==> config.mk <==
export PLATFORM = sky130hd
export DESIGN_NAME = pipe_reg_bank
export DESIGN_NICKNAME = d
export VERILOG_FILES = /design/src/rtl/pipe_reg_bank.sv
export SDC_FILE = /design/constraint.sdc
export NUM_CORES = 1
export LEC_CHECK = 0
export ABC_AREA = 1
export BUFFER_PORTS_ARGS = -buffer_cell sky130_fd_sc_hd__buf_2
export CAP_MARGIN = 5
export CORE_MARGIN = 2
export CORE_UTILIZATION = 30
export CTS_CLUSTER_DIAMETER = 50
export CTS_CLUSTER_SIZE = 16
export DETAILED_ROUTE_END_ITERATION = 8
export SLEW_MARGIN = 20
export SYNTH_ARGS = -nofsm -noshare
export SYNTH_HDL_FRONTEND = slang
export SYNTH_SLANG_ARGS = --single-unit
==> constraint.sdc <==
create_clock -name clk -period 1.5 [get_ports clk]
set_clock_uncertainty 0.05 [all_clocks]
set_input_delay 0.225 -clock clk [delete_from_list [all_inputs] [get_ports clk]]
set_output_delay 0.225 -clock clk [all_outputs]
set_load 0.1 [all_outputs]
==> src/rtl/pipe_reg_bank.sv <==
`default_nettype none
// ============================================================================
// Module      : pipe_reg_bank
// Description : Parametrised bank of STAGES identical pipeline registers
//               (register 0 = if_id ... STAGES-1 = men_wb) with centralised
//               stall / flush control, a pc-advance enable and a saturating
//               bubble counter for performance monitoring.
//
// Ports
//   clk        in   1              clock, rising edge
//   rst        in   1              synchronous reset, active-high
//   in_valid   in   1              fetch has a valid instruction for reg 0
//   d_flat     in   STAGES*DATA_W  next payloads, slice k feeds register k
//   stall_req  in   STAGES         bit k: logic feeding register k stalls
//   flush      in   STAGES         bit k: clear register k at this edge
//   q_flat     out  STAGES*DATA_W  register payloads, same slicing as d_flat
//   q_valid    out  STAGES         register valid bits
//   pc_en      out  1              pc may advance (combinational)
//   hold       out  STAGES         bit k: register k holds (combinational)
//   bubble_cnt out  CNT_W          saturating count of inserted bubbles
//
// Revision    : 1.0 - initial release
// ============================================================================
module pipe_reg_bank #(
    parameter int DATA_W = 32,
    parameter int STAGES = 4,
    parameter int CNT_W  = 16
) (
    input  logic                       clk,
    input  logic                       rst,
    input  logic                       in_valid,
    input  logic [STAGES*DATA_W-1:0]   d_flat,
    input  logic [STAGES-1:0]          stall_req,
    input  logic [STAGES-1:0]          flush,
    output logic [STAGES*DATA_W-1:0]   q_flat,
    output logic [STAGES-1:0]          q_valid,
    output logic                       pc_en,
    output logic [STAGES-1:0]          hold,
    output logic [CNT_W-1:0]           bubble_cnt
);

    localparam logic [CNT_W-1:0] c_CNT_ONE = {{(CNT_W-1){1'b0}}, 1'b1};
    localparam logic [CNT_W-1:0] c_CNT_MAX = {CNT_W{1'b1}};

    logic [STAGES*DATA_W-1:0] r_q;
    logic [STAGES-1:0]        r_valid;
    logic [CNT_W-1:0]         r_bubble_cnt;

    logic [STAGES-1:0]        w_hold;
    logic [STAGES-1:0]        w_bubble;
    logic [STAGES-1:0]        w_valid_in;
    logic                     w_cnt_inc;

    // ------------------------------------------------------------------
    // Stall decode. A register holds whenever any register further down
    // the pipe (higher index) has a stall request; the highest stalled
    // register is the only one that does not hold, and it takes a bubble.
    // Shifting the request vector down by k+1 leaves exactly the bits
    // above k, and naturally yields 0 for the last register.
    // ------------------------------------------------------------------
    genvar k;
    generate
        for (k = 0; k < STAGES; k++) begin : g_ctrl
            assign w_hold[k] = |(stall_req >> (k + 1));
        end
    endgenerate

    assign w_bubble = stall_req & ~w_hold;

    // Valid chain: register 0 is fed by fetch, register k by register k-1.
    assign w_valid_in = {r_valid[STAGES-2:0], in_valid};

    // A flushed register never counts as a bubble; several bubbles in the
    // same cycle count once.
    assign w_cnt_inc = |(w_bubble & ~flush);

    // ------------------------------------------------------------------
    // Register bank. Priority per register: flush, hold, bubble, advance.
    // The payload is loaded on advance even when the incoming valid is 0;
    // consumers qualify it with q_valid.
    // ------------------------------------------------------------------
    always_ff @(posedge clk) begin
        if (rst) begin
            r_q          <= '0;
            r_valid      <= '0;
            r_bubble_cnt <= '0;
        end else begin
            for (int s = 0; s < STAGES; s++) begin
                if (flush[s]) begin
                    r_q[s*DATA_W +: DATA_W] <= '0;
                    r_valid[s]              <= 1'b0;
                end else if (w_hold[s]) begin
                    r_q[s*DATA_W +: DATA_W] <= r_q[s*DATA_W +: DATA_W];
                    r_valid[s]              <= r_valid[s];
                end else if (w_bubble[s]) begin
                    r_q[s*DATA_W +: DATA_W] <= '0;
                    r_valid[s]              <= 1'b0;
                end else begin
                    r_q[s*DATA_W +: DATA_W] <= d_flat[s*DATA_W +: DATA_W];
                    r_valid[s]              <= w_valid_in[s];
                end
            end

            if (w_cnt_inc && (r_bubble_cnt != c_CNT_MAX)) begin
                r_bubble_cnt <= r_bubble_cnt + c_CNT_ONE;
            end
        end
    end

    // pc_en and hold ignore rst: the pc already gates itself on reset.
    assign pc_en      = ~|stall_req;
    assign hold       = w_hold;
    assign q_flat     = r_q;
    assign q_valid    = r_valid;
    assign bubble_cnt = r_bubble_cnt;

endmodule
`default_nettype wire

# After elaboration in Yosys (flattened, before gate mapping)
# Cells that the tools add are included.
# totals
ff_bits	148
latchBits	0
ram_bits	0
romBits	0
inputBits	139
out_inout_bits	153
word_cells	31
memories	0
# op_classes
add_sub_neg	1
n_mul	0
div_mod_pow	0
order_cmp	0
n_eq_ne	1
shift	0
muxes	6
bitwise	4
reduce_logical	10
# op_table
operator	count
two-way mux 32 bit	3
adder 16 x 1 -> 16 bit (second input constant)	1
!= test 16 bit (second input constant)	1
bitwise AND 4 bit	2
OR reduction 2 bit	4
OR reduction 4 bit	2
OR reduction 3 bit	2
inverter 3 -> 4 bit	1
inverter 4 bit	1
two-way mux 1 bit	3
logical AND 1 bit	1
logical NOT 1 bit	1

# Longest topological paths before layout
# logic_depth
depth_word	6
ltp_mapped	10
ltp_nobuf	9

# Worst setup path after synthesis
# Ideal clock, no wire load.
# synth_timing
path_type	register -> register
from	reg r_bubble_cnt[0] (netlist: bubble_cnt[0])
to	reg r_bubble_cnt[5] (netlist: bubble_cnt[5])
setup_time_ns	0.067
t_arrival_ns	2.225
t_required_ns	1.383
setup_slack_ns	-0.842
path_stages_with_launch	9
path_buffers	1
synth_period_minus_slack_ns	2.342
path_cell_list	dfxtp_1 -> ha_1 -> nand2_2 -> nor2_4 -> nand3_4 -> nand2_4 -> buf_6 -> nand2_1 -> a21oi_2
# synth_between
elab_chain_len	2
word_cells_on_any_way	3
classes_between	add/sub (1); eq/ne (1); reduce/logical (1)
# synth_rtl
element	line_no	text
start: declaration	47	logic [CNT_W-1:0] r_bubble_cnt;
start signal: assignment	105	r_bubble_cnt <= r_bubble_cnt + c_CNT_ONE;
branches (longest 2 deep; another with adder 16 x 1 -> 16 bit)	-	
# Parallel ways; which one is timed is not known.
# A chain may end at the register's enable or synchronous reset.

# Final worst setup path
# layout_timing
from	reg r_q[12] (netlist: q_flat[12])
to	out q_flat[12]
# layout_rtl
element	line_no	text
start: declaration	45	logic [STAGES*DATA_W-1:0] r_q;
start signal: indexed assignment	93	r_q[s*DATA_W +: DATA_W] <= r_q[s*DATA_W +: DATA_W];
start signal: indexed assignment	99	r_q[s*DATA_W +: DATA_W] <= d_flat[s*DATA_W +: DATA_W];
end: declaration	35	output logic [STAGES*DATA_W-1:0] q_flat,
# No word-level cell between the ends.

==> impl_metrics.json <==
{
  "synth_xor_xnor_area_share": 0.008046,
  "finalNonFillerCells": 1367,
  "synthMuxAreaShare": 0,
  "synth_top_family_by_area": "simple AND/OR/NAND/NOR gates",
  "antenna_found_initial": 2,
  "worst_ir_drop_vdd_v": 0.0007595,
  "start_kind": "flop",
  "hp-class": "in -> reg",
  "die_area_mm2": 0.01924,
  "hold_viol": 0,
  "die_w_um": 138.7,
  "drt-pass1-iter-count": 5,
  "drv_slew": 0,
  "worstMarginPinSlew_ns": 0.6352,
  "ios": 292,
  "drt-vias-per-instance": 4.326,
  "die-height_um": 138.7,
  "finalSetupViolCount": 0,
  "synth_nets": 846,
  "max_stage_delay_ns": 0.43,
  "multi_input_area_mm2": 0.002117,
  "arrival_ns": 1.19,
  "coreArea_mm2": 0.01790,
  "final.period_utilization": 0.9746,
  "crit_path_end_kind": "output pin",
  "timing.critical_path.buf_inv": 1,
  "syn_inst": 706,
  "cts_max_path_buffers": 2,
  "path_max_fanout": 2,
  "crit_family": "buffers and inverters",
  "p_total_mw": 9.451,
  "synth-simple-area-share": 0.2646,
  "outcome": "finished, final reports clean",
  "power.density_mw_per_mm2": 1018,
  "p_sw_mw": 2.791,
  "synth_area_mm2": 0.005443,
  "root_buffer": "clkbuf_16",
  "cp_slowest_cell": "buf_2",
  "hold_ws_ns": 0.02423,
  "portBuffers": 290,
  "tns_ns": 0,
  "place_congestion": 0.7758,
  "final_util": 0.5184,
  "ys_seq_area_frac": 0.5444,
  "drc": 0,
  "pwr-share-clk": 0.424,
  "grt_pass1_wl_mm": 29.39,
  "fill_cells": 1689,
  "synth_fa_ha_area_frac": 0.002299,
  "syn2layout_area_growth_pct": 70.51,
  "synth.top_cell.area_share": 0.5444,
  "clk_pin_slew_ns": 0.06,
  "clk_latency_ns": 0.41,
  "dp_cells": 1211,
  "cts_sinks": 148,
  "swShare": 0.2954,
  "numCtsBuffers": 17,
  "relSlewSlack": 0.5765,
  "synth-compound-area-share": 0.1062,
  "vias": 5914,
  "drtIter0Drc": 206,
  "ant_nets": 0,
  "p_seq_frac": 0.424,
  "grt_max_degree": 35,
  "wl_per_cell_um": 13.50,
  "ys_seq_elements": 148,
  "path_cells": "buf_2",
  "nets": 1263,
  "syn_avg_cell_area_um2": 7.709,
  "h-tree-depth": 4,
  "grt_remaining_overflow": 0,
  "seq_area_mm2": 0.003023,
  "synth_warnings": 0,
  "fmax_mhz": 684.1,
  "fin_crit_ns": 1.462,
  "drive_gt1_frac": 0.3460,
  "p_comb_frac": 0.152,
  "initial_core_util": 0.3040,
  "synth.area.top_cells": "dfxtp_1 54%, nand2_1 17%, a21oi_1 9.3%, nor2_1 4.3%, inv_1 3.3%",
  "cts_tree": "done",
  "yosysTopAreaCell": "dfxtp_1",
  "cp.required_ns": 1.22,
  "rows": 49,
  "synth_cell_types": 29,
  "leakagePower_nw": 4.240,
  "grt_pass1_vias": 5878,
  "intPower_mw": 6.659,
  "grt_use_total": 0.1872,
  "dp_hpwl_mm": 12.06,
  "routed_wl_mm": 18.46,
  "post_cts_buffers": 0,
  "critical_path_class": "reg -> out",
  "cap_violations": 0
}
==> timing repair <==
item | 4_1_cts | 5_1_grt
hold buffers | 122 | 0
gates cloned | 0 | 0
gates resized for setup | 21 | 45
endpoints found under the setup margin | 21 | 50
endpoints found under the hold margin | 122 | 0
==> routing by layer <==
layer  global-route usage  part of all wire  vias up  routed length [um]
met2               0.3249              0.50      201                9193
met1               0.2164              0.41     2663                7634
met5                    0                 0        -                   0
li1                     -                 -     3028                   -
met3              0.06008             0.073       22                1339
met4              0.06964             0.016        0                 290
==> path summary, 6_finish.rpt <==
path	from	endpoint	slack [ns]	depth (start not counted)
setup / recovery	q_flat[12]$_SDFFE_PP0N_	q_flat[12]	0.04	1
hold reg to reg	q_valid[2]$_SDFFE_PP0N_	q_valid[3]$_SDFF_PP0_	0.41	2
setup reg to reg	bubble_cnt[1]$_SDFFE_PP0P_	bubble_cnt[8]$_SDFFE_PP0P_	0.09	8
hold / removal	d_flat[61]	q_flat[61]$_SDFFE_PP0N_	0.02	3
==> cell families (layout without fill, tap and decap cells) <==
| group | after synthesis | count (layout) |
|---|---|---|
| compound gates | 110 | 110 |
| xor+xnor | 5 | 5 |
| fa+ha+maj | 1 | 1 |
| buf+inv | 92 | 522 |
| flops | 148 | 148 |
| other cells | 1 | 3 |
| simple gates | 349 | 349 |
==> worst reg2reg max path, stage by stage (launching register included) <==
cell     delay (ns)
dfxtp_4        0.37
ha_4           0.15
nand2_4        0.06
nor2_4         0.11
nand3_4        0.15
nand2_8        0.13
buf_4          0.16
nand2_2        0.05
a21oi_2        0.10
==> placed cells by master (no fill, tap or decap), types with 3 or more instances in the layout <==
| cell type | netlist | routed |
|---|---|---|
| nand2_1 | 252 | 248 |
| buf_2 | 12 | 222 |
| dfxtp_1 | 148 | 132 |
| dlygate4sd3_1 | 0 | 122 |
| a21oi_1 | 101 | 101 |
| nor2_1 | 62 | 61 |
| inv_1 | 48 | 48 |
| buf_4 | 7 | 43 |
| clkbuf_4 | 0 | 43 |
| clkbuf_16 | 0 | 17 |
| dfxtp_4 | 0 | 16 |
| nand3_1 | 14 | 14 |
| nand2_2 | 4 | 7 |
| a21oi_2 | 7 | 7 |
| buf_12 | 0 | 6 |
| inv_2 | 5 | 5 |
| inv_6 | 0 | 5 |
| nand4_1 | 4 | 4 |
| xor2_1 | 4 | 4 |
| nor2_4 | 3 | 3 |
| clkinvlp_4 | 0 | 3 |
| clkinv_4 | 0 | 3 |
==> cell type report <==
type | count | area share
Clock inverter | 13 | 0.01240
Tap cell | 229 | 0.03088
Sequential cell | 148 | 0.3257
Antenna cell | 2 | 0.0005393
Inverter | 54 | 0.02184
Multi-Input combinational cell | 466 | 0.2281
Clock buffer | 19 | 0.04665
Timing Repair Buffer | 436 | 0.3338
==> stage by stage <==
step	cell area, um^2	setup WS, ns
2_1_floorplan	5534	-0.1240
3_3_place_gp	7335	0.08853
3_5_place_dp	7335	0.04271
4_1_cts	9156	0.002327
5_1_grt	9280	-0.001186
6_report	9280	0.03814
==> synth_stat cells (all sizes together) <==
master,count
a21oi,108
a31oi,1
buf,25
clkbuf,13
clkinv,1
conb,1
dfxtp,148
ha,1
inv,53
nand2,258
nand3,17
nand3b,2
nand4,4
nor2,66
o21ai,1
or2,2
xnor2,1
xor2,4
==> power groups by stage <==
stage          combinational [mW]  clock [mW]  sequential [mW]
2_1_floorplan               0.325           0             4.57
3_3_place_gp                 1.16           0             4.09
3_5_place_dp                 1.16           0             4.09
4_1_cts                      1.42        4.15             4.00
5_1_grt                      1.52        4.31             4.01
6_report                     1.44        4.01             4.01
==> state kept, by name, indices dropped and copies added, names as in the netlist <==
signal,flops
q_flat,128
q_valid,4
bubble_cnt,16
No activity file was read; power rests on OpenSTA's default activity.
